<file path="src/rtl/slot_alloc24.sv">
// -----------------------------------------------------------------------------
// slot_alloc24 - bitmap allocator for up to 24 shared resource slots.
//
// Keeps one busy bit per slot. Each cycle the lowest-numbered free slot is
// found from the registered map. One requester is granted at most one slot per
// cycle, and at most one slot is released per cycle.
//
// Ports
//   clk        rising-edge clock
//   rst        synchronous active-high reset
//   flush      frees every slot; takes priority over alloc/free
//   alloc_req  level request for one slot
//   alloc_ack  registered grant pulse; alloc_id is valid with it
//   alloc_id   granted slot index, NONE when there is no grant
//   free_v     release slot free_id this cycle
//   free_id    slot index to release
//   free_err   registered pulse: release of an out-of-range or free slot
//   busy_map   allocated bitmap (bit k = slot k in use)
//   count      number of allocated slots, 0..N
//   full       count == N
//   empty      count == 0
// -----------------------------------------------------------------------------
module slot_alloc24 #(
  parameter int          N    = 24,
  parameter logic [4:0]  NONE = 5'h1F
) (
  input  logic        clk,
  input  logic        rst,
  input  logic        flush,
  input  logic        alloc_req,
  output logic        alloc_ack,
  output logic [4:0]  alloc_id,
  input  logic        free_v,
  input  logic [4:0]  free_id,
  output logic        free_err,
  output logic [23:0] busy_map,
  output logic [4:0]  count,
  output logic        full,
  output logic        empty
);

  // Slots at or above N do not exist; they are forced busy for the search.
  localparam logic [23:0] VALID_MASK = (N >= 24) ? 24'hFF_FFFF
                                                 : ((24'd1 << N) - 24'd1);
  localparam logic [4:0]  N_SLOTS    = 5'(N);

  // Find-lowest-free encoder: index of the lowest zero bit, NONE if none.
  function automatic logic [4:0] lowest_free(input logic [23:0] busy);
    logic [4:0] idx;
    idx = NONE;
    for (int k = 23; k >= 0; k--) begin
      if (!busy[k]) begin
        idx = 5'(k);
      end else begin
        idx = idx;
      end
    end
    return idx;
  endfunction

  logic [23:0] busy_q,  busy_d;
  logic [4:0]  count_q, count_d;
  logic        full_q,  full_d;
  logic        empty_q, empty_d;
  logic        ack_q,   ack_d;
  logic [4:0]  id_q,    id_d;
  logic        err_q,   err_d;

  logic [4:0]  found_s;
  logic        grant_s;
  logic        free_ok_s;
  logic [31:0] busy_ext_s;
  logic [31:0] grant_mask_s;
  logic [31:0] free_mask_s;

  // Search, grant/release qualification and next-state computation.
  always_comb begin
    found_s      = lowest_free(busy_q | ~VALID_MASK);
    // Search uses the registered map only, so a same-cycle free is never granted.
    grant_s      = alloc_req && !full_q && (found_s != NONE);
    busy_ext_s   = {8'h00, busy_q};
    // A slot being granted this cycle is not busy yet, so freeing it fails here.
    free_ok_s    = free_v && (free_id < N_SLOTS) && busy_ext_s[free_id];
    grant_mask_s = grant_s   ? (32'd1 << found_s) : 32'd0;
    free_mask_s  = free_ok_s ? (32'd1 << free_id) : 32'd0;

    busy_d  = busy_q;
    count_d = count_q;
    ack_d   = 1'b0;
    id_d    = NONE;
    err_d   = 1'b0;

    if (flush) begin
      busy_d  = 24'd0;
      count_d = 5'd0;
    end else begin
      busy_d = (busy_q | grant_mask_s[23:0]) & ~free_mask_s[23:0];
      case ({grant_s, free_ok_s})
        2'b10:   count_d = count_q + 5'd1;
        2'b01:   count_d = count_q - 5'd1;
        default: count_d = count_q;
      endcase
      ack_d = grant_s;
      id_d  = grant_s ? found_s : NONE;
      err_d = free_v && !free_ok_s;
    end

    full_d  = (count_d == N_SLOTS);
    empty_d = (count_d == 5'd0);
  end

  // State and output registers with synchronous reset.
  always_ff @(posedge clk) begin
    if (rst) begin
      busy_q  <= 24'd0;
      count_q <= 5'd0;
      full_q  <= 1'b0;
      empty_q <= 1'b1;
      ack_q   <= 1'b0;
      id_q    <= NONE;
      err_q   <= 1'b0;
    end else begin
      busy_q  <= busy_d;
      count_q <= count_d;
      full_q  <= full_d;
      empty_q <= empty_d;
      ack_q   <= ack_d;
      id_q    <= id_d;
      err_q   <= err_d;
    end
  end

  assign busy_map  = busy_q;
  assign count     = count_q;
  assign full      = full_q;
  assign empty     = empty_q;
  assign alloc_ack = ack_q;
  assign alloc_id  = id_q;
  assign free_err  = err_q;

endmodule
</file>
<file path="config.mk">
export PLATFORM = sky130hd
export DESIGN_NAME = slot_alloc24
export DESIGN_NICKNAME = d
export VERILOG_FILES = /design/src/rtl/slot_alloc24.sv
export SDC_FILE = /design/constraint.sdc
export NUM_CORES = 1
export LEC_CHECK = 0
export ABC_AREA = 1
export BUFFER_PORTS_ARGS = -buffer_cell sky130_fd_sc_hd__buf_2
export CAP_MARGIN = 20
export CORE_UTILIZATION = 49
export DETAILED_ROUTE_END_ITERATION = 16
export GPL_TIMING_DRIVEN = 0
export MAX_ROUTING_LAYER = met4
export PLACE_DENSITY_LB_ADDON = 0.12
export REMOVE_ABC_BUFFERS = 1
export SLEW_MARGIN = 20
export SYNTH_ARGS = -nofsm -noshare
export SYNTH_HDL_FRONTEND = slang
export SYNTH_SLANG_ARGS = --single-unit
</file>
<file path="constraint.sdc">
create_clock -name clk -period 3.55 [get_ports clk]
set_input_delay 1.065 -clock clk [delete_from_list [all_inputs] [get_ports clk]]
set_output_delay 1.065 -clock clk [all_outputs]
set_load 0.02 [all_outputs]
</file>
==> results of run 1 <==
-- repair_timing --
item	in CTS	in global routing
setup endpoints to repair	4	4
pin swaps	4	8
buffers inserted	5	4
gates resized for setup	16	30
-- worst min-delay path: cells and delay by family (launching register included) --
family | cells | cell delay [ns]
flops | 1 | 0.35
buf+inv | 1 | 0.06
compound gates | 1 | 0.05
-- kinds of logic (layout without fill, tap and decap cells) --
kind of cell               Yosys count  in the layout  share of synthesized area [%]
buffers and inverters               52            110                           9.48
DFF                                 38             38                           33.5
AOI/OAI and AO/OA                   62             62                           17.7
and+or+nand+nor                    179            179                           36.5
xor gates and xnor gates             3              3                           1.16
adders and majority gates            3              3                           1.65
-- layout make-up --
class                   instances  area share, %
clock buffers                   6           2.80
flip-flops and latches         38           25.8
inverters                      45           5.99
multi-input cells             247           49.3
clock inverters                 2           2.04
repair buffers                 57           11.8
well taps                      52           2.21
-- cells in the mapped netlist, types with 4 or more instances --
master	count	share of area, %
nor2_1	39	6.4
dfxtp_1	38	33
o21ai_0	11	2.4
a21oi_1	22	4.8
inv_1	40	6.6
o22ai_1	4	1.1
nand3_1	31	6.8
a31oi_1	4	1.1
nand2_1	88	15
-- how the worst max path moves through the flow --
| stage | startpoint | end | slack (ns) | cells after the start |
|---|---|---|---|---|
| 4_1_cts | free_id[1] | empty$_SDFF_PP1_ | 0.003 | 25 |
| 6_report | free_id[0] | empty$_SDFF_PP1_ | 0.09 | 23 |
| 2_1_floorplan | free_id[1] | empty$_SDFF_PP1_ | -0.12 | 23 |
| 5_1_grt | free_id[0] | empty$_SDFF_PP1_ | -0.14 | 23 |
| 3_5_place_dp | free_id[0] | full$_SDFF_PP0_ | -0.72 | 23 |
| 3_3_place_gp | free_id[0] | empty$_SDFF_PP1_ | -0.68 | 24 |
-- stage by stage --
stage	power, µW	hold slack [ns]	instance area [µm²]	utilization [%]	setup slack [ns]
after floorplan	515	0.554	2220	-	-0.117
after global placement	554	0.485	2520	57.2	-0.678
final	1040	0.505	2940	66.7	0.0944
after global routing	1070	0.538	2940	66.7	-0.141
after detailed placement	556	0.492	2540	57.6	-0.723
after CTS	1020	0.505	2780	62.9	0.00316
-- power breakdown --
part / total (µW) / switching [µW] / internal (µW)
clock: 463 / 163 / 300
sequential: 441 / 6.80 / 434
combinational: 135 / 88.8 / 45.9
total: 1040 / 259 / 780
-- layer usage --
| layer | up-vias | routed length (µm) |
|---|---|---|
| li1 | 1228 | - |
| met1 | 1176 | 3130 |
| met2 | 145 | 3280 |
| met3 | 22 | 558 |
| met4 | 0 | 243 |
| met5 | - | 0 |
-- state kept, by name, summed over array words and instances (netlist names) --
name	cells
free_err	1
full	1
alloc_id	5
busy_map	24
count	5
alloc_ack	1
empty	1
==> summary.txt, run 1 <==
WORST SETUP PATH
----------------------------------------------------------------------------
Kind of cell adding the most delay to the critical path         simple AND/OR/NAND/NOR gates
Critical Path Start Type                                        primary input
Category of the worst setup path capture point                          flop
Source of the worst register-to-register timing path            busy_map[0]$_SDFF_PP0_
Endpoint of the most critical register-to-register path         empty$_SDFF_PP1_
FF-to-FF setup slack                                                 0.20 ns
Required time at the worst-slack endpoint                            3.74 ns
Slowest Stage Delay on Critical Path                                 0.19 ns
Arrival @ worst endpoint                                             3.64 ns
Crit Path Category                                              primary input to flop
Cells along the critical path                                   buf_12 -> nor2_4 -> inv_2 -> o2bb2ai_1 -> o311ai_2 -> nand2_1 -> nand2_1 -> nand2_1 -> nand2_2 -> inv_2 -> ha_4 -> xor2_4 -> ha_2 -> a21o_1 -> nand2_2 -> o21ai_4 -> o21ai_2 -> a21oi_2 -> nor2_1 -> nor2_1 -> nand2_1 -> nor2_2 -> nor2_1
Number of buffers and inverters on the critical path                       3
Top fanout value on the critical path                                      5
Cell mode on critical path                                           nand2_1
Reg2Reg Depth                                                             19
Critical Path Slowest Stage Cell                                      nor2_4

STA
----------------------------------------------------------------------------
Final-report max-slew violation count                                      0
Final critical-path required period                                  3.46 ns
Layout Skew                                                       0.00970 ns
Remaining max-slew budget at the tightest pin                          63.3%
Count of endpoints failing setup in the final report                       0
Final hold violation count                                                 0
Transition time at the pin with the least slew margin               0.545 ns
Tcrit/Tclk final                                                       97.3%
Maximum clock frequency                                            0.289 GHz
Final-layout setup total negative slack                                 0 ns
Setup repair after global routing missed its margin                      yes

FINISH
----------------------------------------------------------------------------
Area occupied by multi-input gates                                  1450 µm²
Post-layout instance count excluding filler cells                        447
Layout Nets                                                              407
Filler Cells Inserted                                                    418
Register cell area after layout                                      761 µm²
Most common cell after layout, fill and taps aside                   nand2_1
Inserted Diodes                                                            0
Top library cells by usage in the layout, fill and taps aside   nand2_1, buf_2, dfxtp_1
Layout cells sized above 1                                             27.8%
Area grow syn2layout                                                   29.6%

GLOBAL ROUTE
----------------------------------------------------------------------------
Largest net degree at the start of global routing                         18
GRT Residual Overflow                                                      0
Met3 track demand over resource in global routing                      5.63%
Initial antenna violation count                                            0
GR met1 Demand/Resource                                                41.2%
Fraction of met2 tracks used by global routing                         45.4%
First-pass GRT wire length                                           11.1 mm
Vias in the first global route                                         2,205
Layer carrying the most global-route usage                              met2
Total routing resource utilization after global routing                30.3%

FLOW RUN
----------------------------------------------------------------------------
Number of maximum-capacitance constraint violations                        0

ROUTING
----------------------------------------------------------------------------
Detailed-route via count                                               2,571
DRT antenna net count                                                      0
Wire length after detailed routing                                   7.21 mm
DRC violation total after the first TritonRoute iteration                356
Detailed Routing Iterations Pass 1                                         6
DRC violation count after routing                                          0
Via density per instance                                                5.75
Wire length per cell after detailed routing                          16.1 µm

CTS
----------------------------------------------------------------------------
Clock Pin Slew Worst Setup and Hold Paths                            0.07 ns
TritonCTS Buffers                                                          5
Root buffer selected by CTS                                         clkbuf_8
Quantity of hold-fixing buffers added after cts                            0
Clock tree from TritonCTS                                                yes
Maximum buffer depth of the clock tree                                     2
Skew-Pair Late Insertion Delay                                       0.30 ns
CTS H-tree depth                                                           2
Number of sinks on the clock net                                          38

MIN PATH
----------------------------------------------------------------------------
Startpoint of the worst hold path                               busy_map[20]$_SDFF_PP0_
Hold endpoint                                                   busy_map[20]$_SDFF_PP0_
Number of cells on the worst hold path                                     2
Min-Delay Path Class                                            flop to flop

FLOORPLAN
----------------------------------------------------------------------------
Die X-Extent                                                         70.1 µm
Total die area                                                      4910 µm²
Placeable core region                                               4410 µm²
Initial core utilization                                               51.4%
Cell Rows                                                                 24
Number of top-level pins                                                  48
Vertical die dimension                                               70.1 µm

LOGIC SYNTHESIS
----------------------------------------------------------------------------
Synth Register Bits                                                       38
Warnings from Yosys                                                        0
Syn Area/Cell                                                       6.74 µm²
Mapped Area                                                         2270 µm²
Synthesized netlist cell count                                           337
Count of distinct cell types in the synthesized netlist                   45
Ys async rst share                                                        0%
Post-synth EDFFs                                                           0
Sequential element share of the synthesized area                       33.5%
Primary flip-flop cell chosen by synthesis mapping                   dfxtp_1

PLACED DESIGN
----------------------------------------------------------------------------
Placed wire-length estimate after detailed placement                 5.11 mm
Cells after DPL                                                          430
Count of buffers from port buffering                                      47
Routability congestion estimate from global placement                   1.03

STATUS
----------------------------------------------------------------------------
Result of the run                                                  completed

POWER AND IR DROP
----------------------------------------------------------------------------
Leak                                                              0.00121 µW
Worst vdd rail ir drop                                                199 µV
Cell Pwr Density                                                  353 nW/µm²

Note: power is estimated with default switching activity, not from simulation.
==> run 2, diff against run 1 <==
--- a/config.mk
+++ b/config.mk
@@ -8,11 +8,14 @@
 export ABC_AREA = 1
 export BUFFER_PORTS_ARGS = -buffer_cell sky130_fd_sc_hd__buf_2
 export CAP_MARGIN = 20
-export CORE_UTILIZATION = 49
+export CELL_PAD_IN_SITES_DETAIL_PLACEMENT = 0
+export CELL_PAD_IN_SITES_GLOBAL_PLACEMENT = 1
+export CORE_UTILIZATION = 36
+export CTS_BUF_LIST = sky130_fd_sc_hd__clkbuf_2
 export DETAILED_ROUTE_END_ITERATION = 16
 export GPL_TIMING_DRIVEN = 0
 export MAX_ROUTING_LAYER = met4
-export PLACE_DENSITY_LB_ADDON = 0.12
+export PLACE_DENSITY = 0.9
 export REMOVE_ABC_BUFFERS = 1
 export SLEW_MARGIN = 20
 export SYNTH_ARGS = -nofsm -noshare
==> summary.txt, run 2 (synthesized netlist as in run 1, its figures left out) <==
STATUS
----------------------------------------------------------------------------
Result of the run                                                  completed

FINISH
----------------------------------------------------------------------------
Most common cell after layout, fill and taps aside                   nand2_1
Max reg flops                                                             24   unchanged
Layout cells sized above 1                                             27.6%   -0.25 points
Layout Nets                                                              407   unchanged
Area grow syn2layout                                                   23.0%
Area occupied by multi-input gates                                  1400 µm²   -3.6%
Register cell area after layout                                      762 µm²   +0.16%
Final Util                                                             46.6%   -20 points
Filler Cells Inserted                                                    625   +50%
Final standard cell area without fillers                            2790 µm²   -5.1%
Inserted Diodes                                                            0   unchanged
Top library cells by usage in the layout, fill and taps aside   nand2_1, buf_2, inv_1, dfxtp_1, nor2_1

STA
----------------------------------------------------------------------------
Maximum clock frequency                                            0.295 GHz   +2.1%
Transition time at the pin with the least slew margin               0.551 ns   +0.00624 ns
Count of endpoints failing setup in the final report                       0   unchanged
Final-layout setup total negative slack                                 0 ns   unchanged
Worst slack on hold paths                                           0.514 ns   +0.00904 ns
Remaining max-slew budget at the tightest pin                          63.1%   -0.22 points
Final-report max-slew violation count                                      0   unchanged
Setup repair after global routing missed its margin                       no
PnR worst setup slack                                               0.164 ns   +0.0695 ns
Layout Skew                                                        0.0281 ns   +0.0184 ns
Final critical-path required period                                  3.39 ns   -0.0695 ns
Final hold violation count                                                 0   unchanged
Tcrit/Tclk final                                                       95.4%   -2.0 points

POWER AND IR DROP
----------------------------------------------------------------------------
Worst vdd rail ir drop                                                138 µV   -31%
Reported net switching power                                          242 µW   -6.4%
Leak                                                              0.00116 µW   -4.2%
Combinational share of power                                           16.5%   +3.5 points
Register share of total power                                          57.5%   +15 points
Cell Pwr Density                                                  275 nW/µm²   -22%
Internal power summed over all cells                                  526 µW   -33%
Clock group share of total power                                       26.1%   -19 points
Net switching fraction of the power                                    31.5%   +6.6 points

GLOBAL ROUTE
----------------------------------------------------------------------------
Met3 track demand over resource in global routing                      4.67%   -0.96 points
GR met1 Demand/Resource                                                31.2%   -10 points
GRT Residual Overflow                                                      0   unchanged
Initial antenna violation count                                            0   unchanged
First-pass GRT wire length                                           11.0 mm   -0.81%
Fraction of met2 tracks used by global routing                         32.8%   -13 points
Total routing resource utilization after global routing                22.7%   -7.6 points
Vias in the first global route                                         2,237   +1.5%
Largest net degree at the start of global routing                         16   -2
Layer carrying the most global-route usage                              met2

ROUTING
----------------------------------------------------------------------------
Detailed-route via count                                               2,487   -3.3%
Wire length after detailed routing                                   7.03 mm   -2.5%
Wire length per cell after detailed routing                          15.0 µm   -7.3%
DRC violation count after routing                                          0   unchanged
Detailed Routing Iterations Pass 1                                         5   -1
DRC violation total after the first TritonRoute iteration                191   -46%
DRT antenna net count                                                      0   unchanged
Via density per instance                                                5.29   -8.0%

WORST SETUP PATH
----------------------------------------------------------------------------
Startpoint of the worst setup timing path                         free_id[0]
Required time at the worst-slack endpoint                            3.88 ns   +0.14 ns
Category of the worst setup path capture point                          flop
Critical Path Start Type                                        primary input
Reg2Reg Depth                                                             19   unchanged
Cell mode on critical path                                           nand2_1
Number of buffers and inverters on the critical path                       3   unchanged
Critical path depth in cells                                              25   +8.7%
Top fanout value on the critical path                                      5   unchanged
Slowest Stage Delay on Critical Path                                 0.21 ns   +0.02 ns
Endpoint of the most critical register-to-register path         empty$_SDFF_PP1_
Arrival @ worst endpoint                                             3.72 ns   +0.08 ns
Capture point of the worst path                                 empty$_SDFF_PP1_
Crit Path Category                                              primary input to flop
Critical Path Slowest Stage Cell                                     o21ai_2
FF-to-FF setup slack                                                 0.31 ns   +0.11 ns
Source of the worst register-to-register timing path            busy_map[7]$_SDFF_PP0_
Kind of cell adding the most delay to the critical path         simple AND/OR/NAND/NOR gates

MIN PATH
----------------------------------------------------------------------------
Min-Delay Path Class                                            flop to flop
Number of cells on the worst hold path                                     2   unchanged

CTS
----------------------------------------------------------------------------
Maximum buffer depth of the clock tree                                     2   unchanged
Root buffer selected by CTS                                         clkbuf_2
Skew-Pair Late Insertion Delay                                       0.42 ns   +0.12 ns
Clock tree from TritonCTS                                                yes
Quantity of hold-fixing buffers added after cts                            0   unchanged
TritonCTS Buffers                                                          5   unchanged
Clock Pin Slew Worst Setup and Hold Paths                            0.22 ns   +0.15 ns
CTS H-tree depth                                                           2   unchanged
Number of sinks on the clock net                                          38   unchanged

PLACED DESIGN
----------------------------------------------------------------------------
Standard cell area after detailed placement                         2570 µm²   +0.98%
Count of buffers from port buffering                                      47   unchanged
Routability congestion estimate from global placement                  0.952   -8.0%
Pre-CTS setup slack                                                -0.787 ns   -0.0633 ns
Placed wire-length estimate after detailed placement                 5.18 mm   +1.5%

FLOORPLAN
----------------------------------------------------------------------------
Total die area                                                      6630 µm²   +35%
Die X-Extent                                                         81.4 µm   +16%
Vertical die dimension                                               81.4 µm   +16%
Number of top-level pins                                                  48   unchanged
Initial core utilization                                               37.9%   -14 points
Cell Rows                                                                 28   +17%
Placeable core region                                               5990 µm²   +36%

FLOW RUN
----------------------------------------------------------------------------
Number of maximum-capacitance constraint violations                        0   unchanged

-- run 2: cell types whose count changed in the layout (fill, tap and decap cells not counted), sizes merged --
cell    previous run  this run
bufinv             2         0
clkinv             2         4
-- run 2: tightest hold or removal path: cells and delay by family, from the launching register on --
family,cells,cell delay (ns)
AO/OA/AOI/OAI,1,0.06
flip-flops,1,0.38
buffers and inverters,1,0.07
-- run 2: timing repair --
item                                    in CTS  in global routing
pin swaps                                    1                 10
buffers inserted                             3                  6
endpoints found under the hold margin        0                  0
resized for setup                           10                 27
endpoints found under the setup margin       3                  3
-- run 2: metal layers --
metal  wire, µm  up-vias
met5          0        -
met4        142        0
met3        529       16
met2       3110      120
met1       3250     1128
li1           -     1223
-- run 2: final cells by class --
| type | count | share of cell area, % |
|---|---|---|
| Clock buffer | 6 | 1.07 |
| Clock inverter | 2 | 0.313 |
| Inverter | 45 | 6.22 |
| Multi-Input combinational cell | 247 | 50.1 |
| Sequential cell | 38 | 27.3 |
| Tap cell | 75 | 3.36 |
| Timing Repair Buffer | 57 | 11.7 |
-- run 2: stage by stage --
stage | cells | power [µW]
detailed placement | 453 | 555
CTS | 464 | 763
floorplan | 330 | 515
global route | 470 | 811
finish | 470 | 769
global placement | 452 | 554
-- run 2: power groups by stage --
| stage | Combinational [µW] | Sequential [µW] | Clock, µW |
|---|---|---|---|
| after global placement | 104 | 450 | 0 |
| final | 126 | 442 | 200 |
| after detailed placement | 105 | 450 | 0 |
| after CTS | 112 | 442 | 209 |
| after floorplan | 55.8 | 459 | 0 |
| after global routing | 137 | 443 | 231 |
-- run 2: worst min-delay path by stage --
| stage | startpoint | end | slack, ns |
|---|---|---|---|
| finish | busy_map[10]$_SDFF_PP0_ | busy_map[10]$_SDFF_PP0_ | 0.51 |
| global route | busy_map[23]$_SDFF_PP0_ | busy_map[23]$_SDFF_PP0_ | 0.55 |
| CTS | busy_map[10]$_SDFF_PP0_ | busy_map[10]$_SDFF_PP0_ | 0.52 |
| detailed placement | busy_map[10]$_SDFF_PP0_ | busy_map[10]$_SDFF_PP0_ | 0.49 |
| global placement | busy_map[10]$_SDFF_PP0_ | busy_map[10]$_SDFF_PP0_ | 0.49 |
| floorplan | busy_map[20]$_SDFF_PP0_ | busy_map[20]$_SDFF_PP0_ | 0.55 |
==> run 3, diff against run 2 <==
--- a/config.mk
+++ b/config.mk
@@ -16,7 +16,6 @@
 export GPL_TIMING_DRIVEN = 0
 export MAX_ROUTING_LAYER = met4
 export PLACE_DENSITY = 0.9
-export REMOVE_ABC_BUFFERS = 1
 export SLEW_MARGIN = 20
 export SYNTH_ARGS = -nofsm -noshare
 export SYNTH_HDL_FRONTEND = slang
==> summary.txt, run 3 (synthesized netlist as in run 1, its figures left out) <==
STATUS
----------------------------------------------------------------------------
Result of the run                                                  completed

FINISH
----------------------------------------------------------------------------
Inserted Diodes                                                            0   unchanged
Filler Cells Inserted                                                    624   -0.16%
Register cell area after layout                                      762 µm²   unchanged
Most common cell after layout, fill and taps aside                   nand2_1
Final standard cell area without fillers                            2880 µm²   +2.9%
Layout cells sized above 1                                             27.8%   +0.22 points
Post-layout instance count excluding filler cells                        474   +0.85%
Top library cells by usage in the layout, fill and taps aside   nand2_1, buf_2, nor2_1, dfxtp_1, inv_1
Final Util                                                             48.0%   +1.4 points
Layout Nets                                                              412   +1.2%
Area grow syn2layout                                                   26.6%
Area occupied by multi-input gates                                  1430 µm²   +2.5%
Max reg flops                                                             24   unchanged

FLOW RUN
----------------------------------------------------------------------------
Number of maximum-capacitance constraint violations                        0   unchanged

POWER AND IR DROP
----------------------------------------------------------------------------
Worst vdd rail ir drop                                                143 µV   +3.7%
Internal power summed over all cells                                  526 µW   about the same
Cell Pwr Density                                                  266 nW/µm²   -3.5%
Clock group share of total power                                       24.6%   -1.5 points
Net switching fraction of the power                                    31.1%   -0.39 points
Reported net switching power                                          238 µW   -1.9%
Combinational share of power                                           17.6%   +1.1 points
Register share of total power                                          57.8%   +0.3 points
Leak                                                              0.00118 µW   +1.8%

ROUTING
----------------------------------------------------------------------------
DRC violation total after the first TritonRoute iteration                157   -18%
Wire length per cell after detailed routing                          14.7 µm   -1.8%
Wire length after detailed routing                                   6.97 mm   -0.94%
DRC violation count after routing                                          0   unchanged
DRT antenna net count                                                      0   unchanged
Detailed-route via count                                               2,418   -2.8%
Via density per instance                                                5.10   -3.6%
Detailed Routing Iterations Pass 1                                         4   -1

FLOORPLAN
----------------------------------------------------------------------------
Cell Rows                                                                 28   unchanged
Vertical die dimension                                               81.4 µm   unchanged
Placeable core region                                               5990 µm²   unchanged
Initial core utilization                                               37.9%   unchanged
Total die area                                                      6630 µm²   unchanged
Number of top-level pins                                                  48   unchanged
Die X-Extent                                                         81.4 µm   unchanged

STA
----------------------------------------------------------------------------
Count of endpoints failing setup in the final report                       0   unchanged
Final-report max-slew violation count                                      0   unchanged
Transition time at the pin with the least slew margin               0.487 ns   -0.0638 ns
Tcrit/Tclk final                                                       96.1%   +0.72 points
Final critical-path required period                                  3.41 ns   +0.0254 ns
Setup repair after global routing missed its margin                      yes
Maximum clock frequency                                            0.293 GHz   -0.74%
Layout Skew                                                        0.0232 ns   -0.00493 ns
Remaining max-slew budget at the tightest pin                          67.5%   +4.4 points
Worst slack on hold paths                                           0.521 ns   +0.00682 ns
Final hold violation count                                                 0   unchanged

GLOBAL ROUTE
----------------------------------------------------------------------------
Total routing resource utilization after global routing                22.1%   -0.62 points
First-pass GRT wire length                                           10.6 mm   -3.6%
Vias in the first global route                                         2,259   +0.98%
GRT Residual Overflow                                                      0   unchanged
Largest net degree at the start of global routing                         12   -4
Initial antenna violation count                                            0   unchanged

WORST SETUP PATH
----------------------------------------------------------------------------
Required time at the worst-slack endpoint                            3.85 ns   -0.03 ns
Top fanout value on the critical path                                      7   +2
Crit Path Category                                              primary input to flop
Category of the worst setup path capture point                          flop
Arrival @ worst endpoint                                             3.71 ns   about the same
Critical Path Start Type                                        primary input

CTS
----------------------------------------------------------------------------
Number of sinks on the clock net                                          38   unchanged
Maximum buffer depth of the clock tree                                     2   unchanged
Clock tree from TritonCTS                                                yes
Root buffer selected by CTS                                         clkbuf_2
Clock Pin Slew Worst Setup and Hold Paths                            0.20 ns   -0.02 ns
Quantity of hold-fixing buffers added after cts                            0   unchanged
TritonCTS Buffers                                                          5   unchanged
CTS H-tree depth                                                           2   unchanged
Skew-Pair Late Insertion Delay                                       0.39 ns   -0.03 ns

PLACED DESIGN
----------------------------------------------------------------------------
Standard cell area after detailed placement                         2680 µm²   +4.3%
Placed wire-length estimate after detailed placement                 5.29 mm   +2.1%
Routability congestion estimate from global placement                  0.937   -1.6%
Cells after DPL                                                          458   +1.1%
Count of buffers from port buffering                                      46   -2.1%

MIN PATH
----------------------------------------------------------------------------
Min-Delay Path Class                                            flop to flop

LOGIC SYNTHESIS
----------------------------------------------------------------------------
Number of nets produced by synthesis                                     350

-- run 3: final cells by class --
type | count | share of cell area (%)
multi-input combinational | 247 | 49.9
buffer | 6 | 1.44
tap | 75 | 3.26
clock inverter | 2 | 0.348
sequential | 38 | 26.5
inverter | 45 | 6.22
timing repair buffer | 56 | 11.5
clock buffer | 5 | 0.870
-- run 3: worst max-delay path: stages --
cell and delay, ns:
buf_12 0.12, nor2_4 0.15, inv_4 0.08, o22ai_4 0.13
a221oi_2 0.05, nand2_1 0.08, o311ai_2 0.11, nand2_1 0.10
nand2_2 0.05, nand2_2 0.09, nand2_4 0.06, inv_4 0.06
ha_4 0.17, xor2_2 0.16, ha_2 0.18, a21o_1 0.10
nand2_1 0.06, o21ai_2 0.17, o21ai_1 0.07, a21oi_1 0.16
nor2_1 0.06, nor2_1 0.08, nand2_1 0.08, nor4_1 0.25
-- run 3: metal layers --
| layer | wire length, µm | vias to the layer above | GRT usage (%) |
|---|---|---|---|
| met5 | 0 | - | - |
| met4 | 172 | 0 | 10.0 |
| met3 | 477 | 18 | 4.33 |
| met2 | 3220 | 87 | 33.5 |
| met1 | 3100 | 1074 | 28.2 |
| li1 | - | 1239 | - |
-- run 3: path summary, 6_finish.rpt --
| kind | from | to | slack (ns) | cells after the start |
|---|---|---|---|---|
| max | free_id[0] | full$_SDFF_PP0_ | 0.14 | 24 |
| min reg2reg | busy_map[18]$_SDFF_PP0_ | busy_map[18]$_SDFF_PP0_ | 0.52 | 2 |
| max reg2reg | busy_map[1]$_SDFF_PP0_ | full$_SDFF_PP0_ | 0.28 | 18 |
| min | busy_map[18]$_SDFF_PP0_ | busy_map[18]$_SDFF_PP0_ | 0.52 | 2 |
-- run 3: power by group through the flow --
stage          Combinational, µW  Clock, µW  Sequential (µW)
2_1_floorplan               68.5          0              459
3_3_place_gp                 116          0              450
3_5_place_dp                 116          0              450
4_1_cts                      120        193              441
5_1_grt                      146        215              443
6_report                     135        188              441
-- run 3: through the flow --
step                      power (µW)  setup slack [ns]  setup TNS, ns
after floorplan                  528           0.00255              0
after global routing             803           -0.0856        -0.0856
final                            763             0.138              0
after global placement           566            -0.687          -2.56
after CTS                        755           0.00708              0
after detailed placement         566            -0.685          -2.49
-- run 3: repair_timing --
action,4_1_cts,5_1_grt
gates resized for setup,6,18
setup buffers,2,8
hold endpoints to repair,0,0
setup endpoints to repair,3,3
pin swaps,5,18
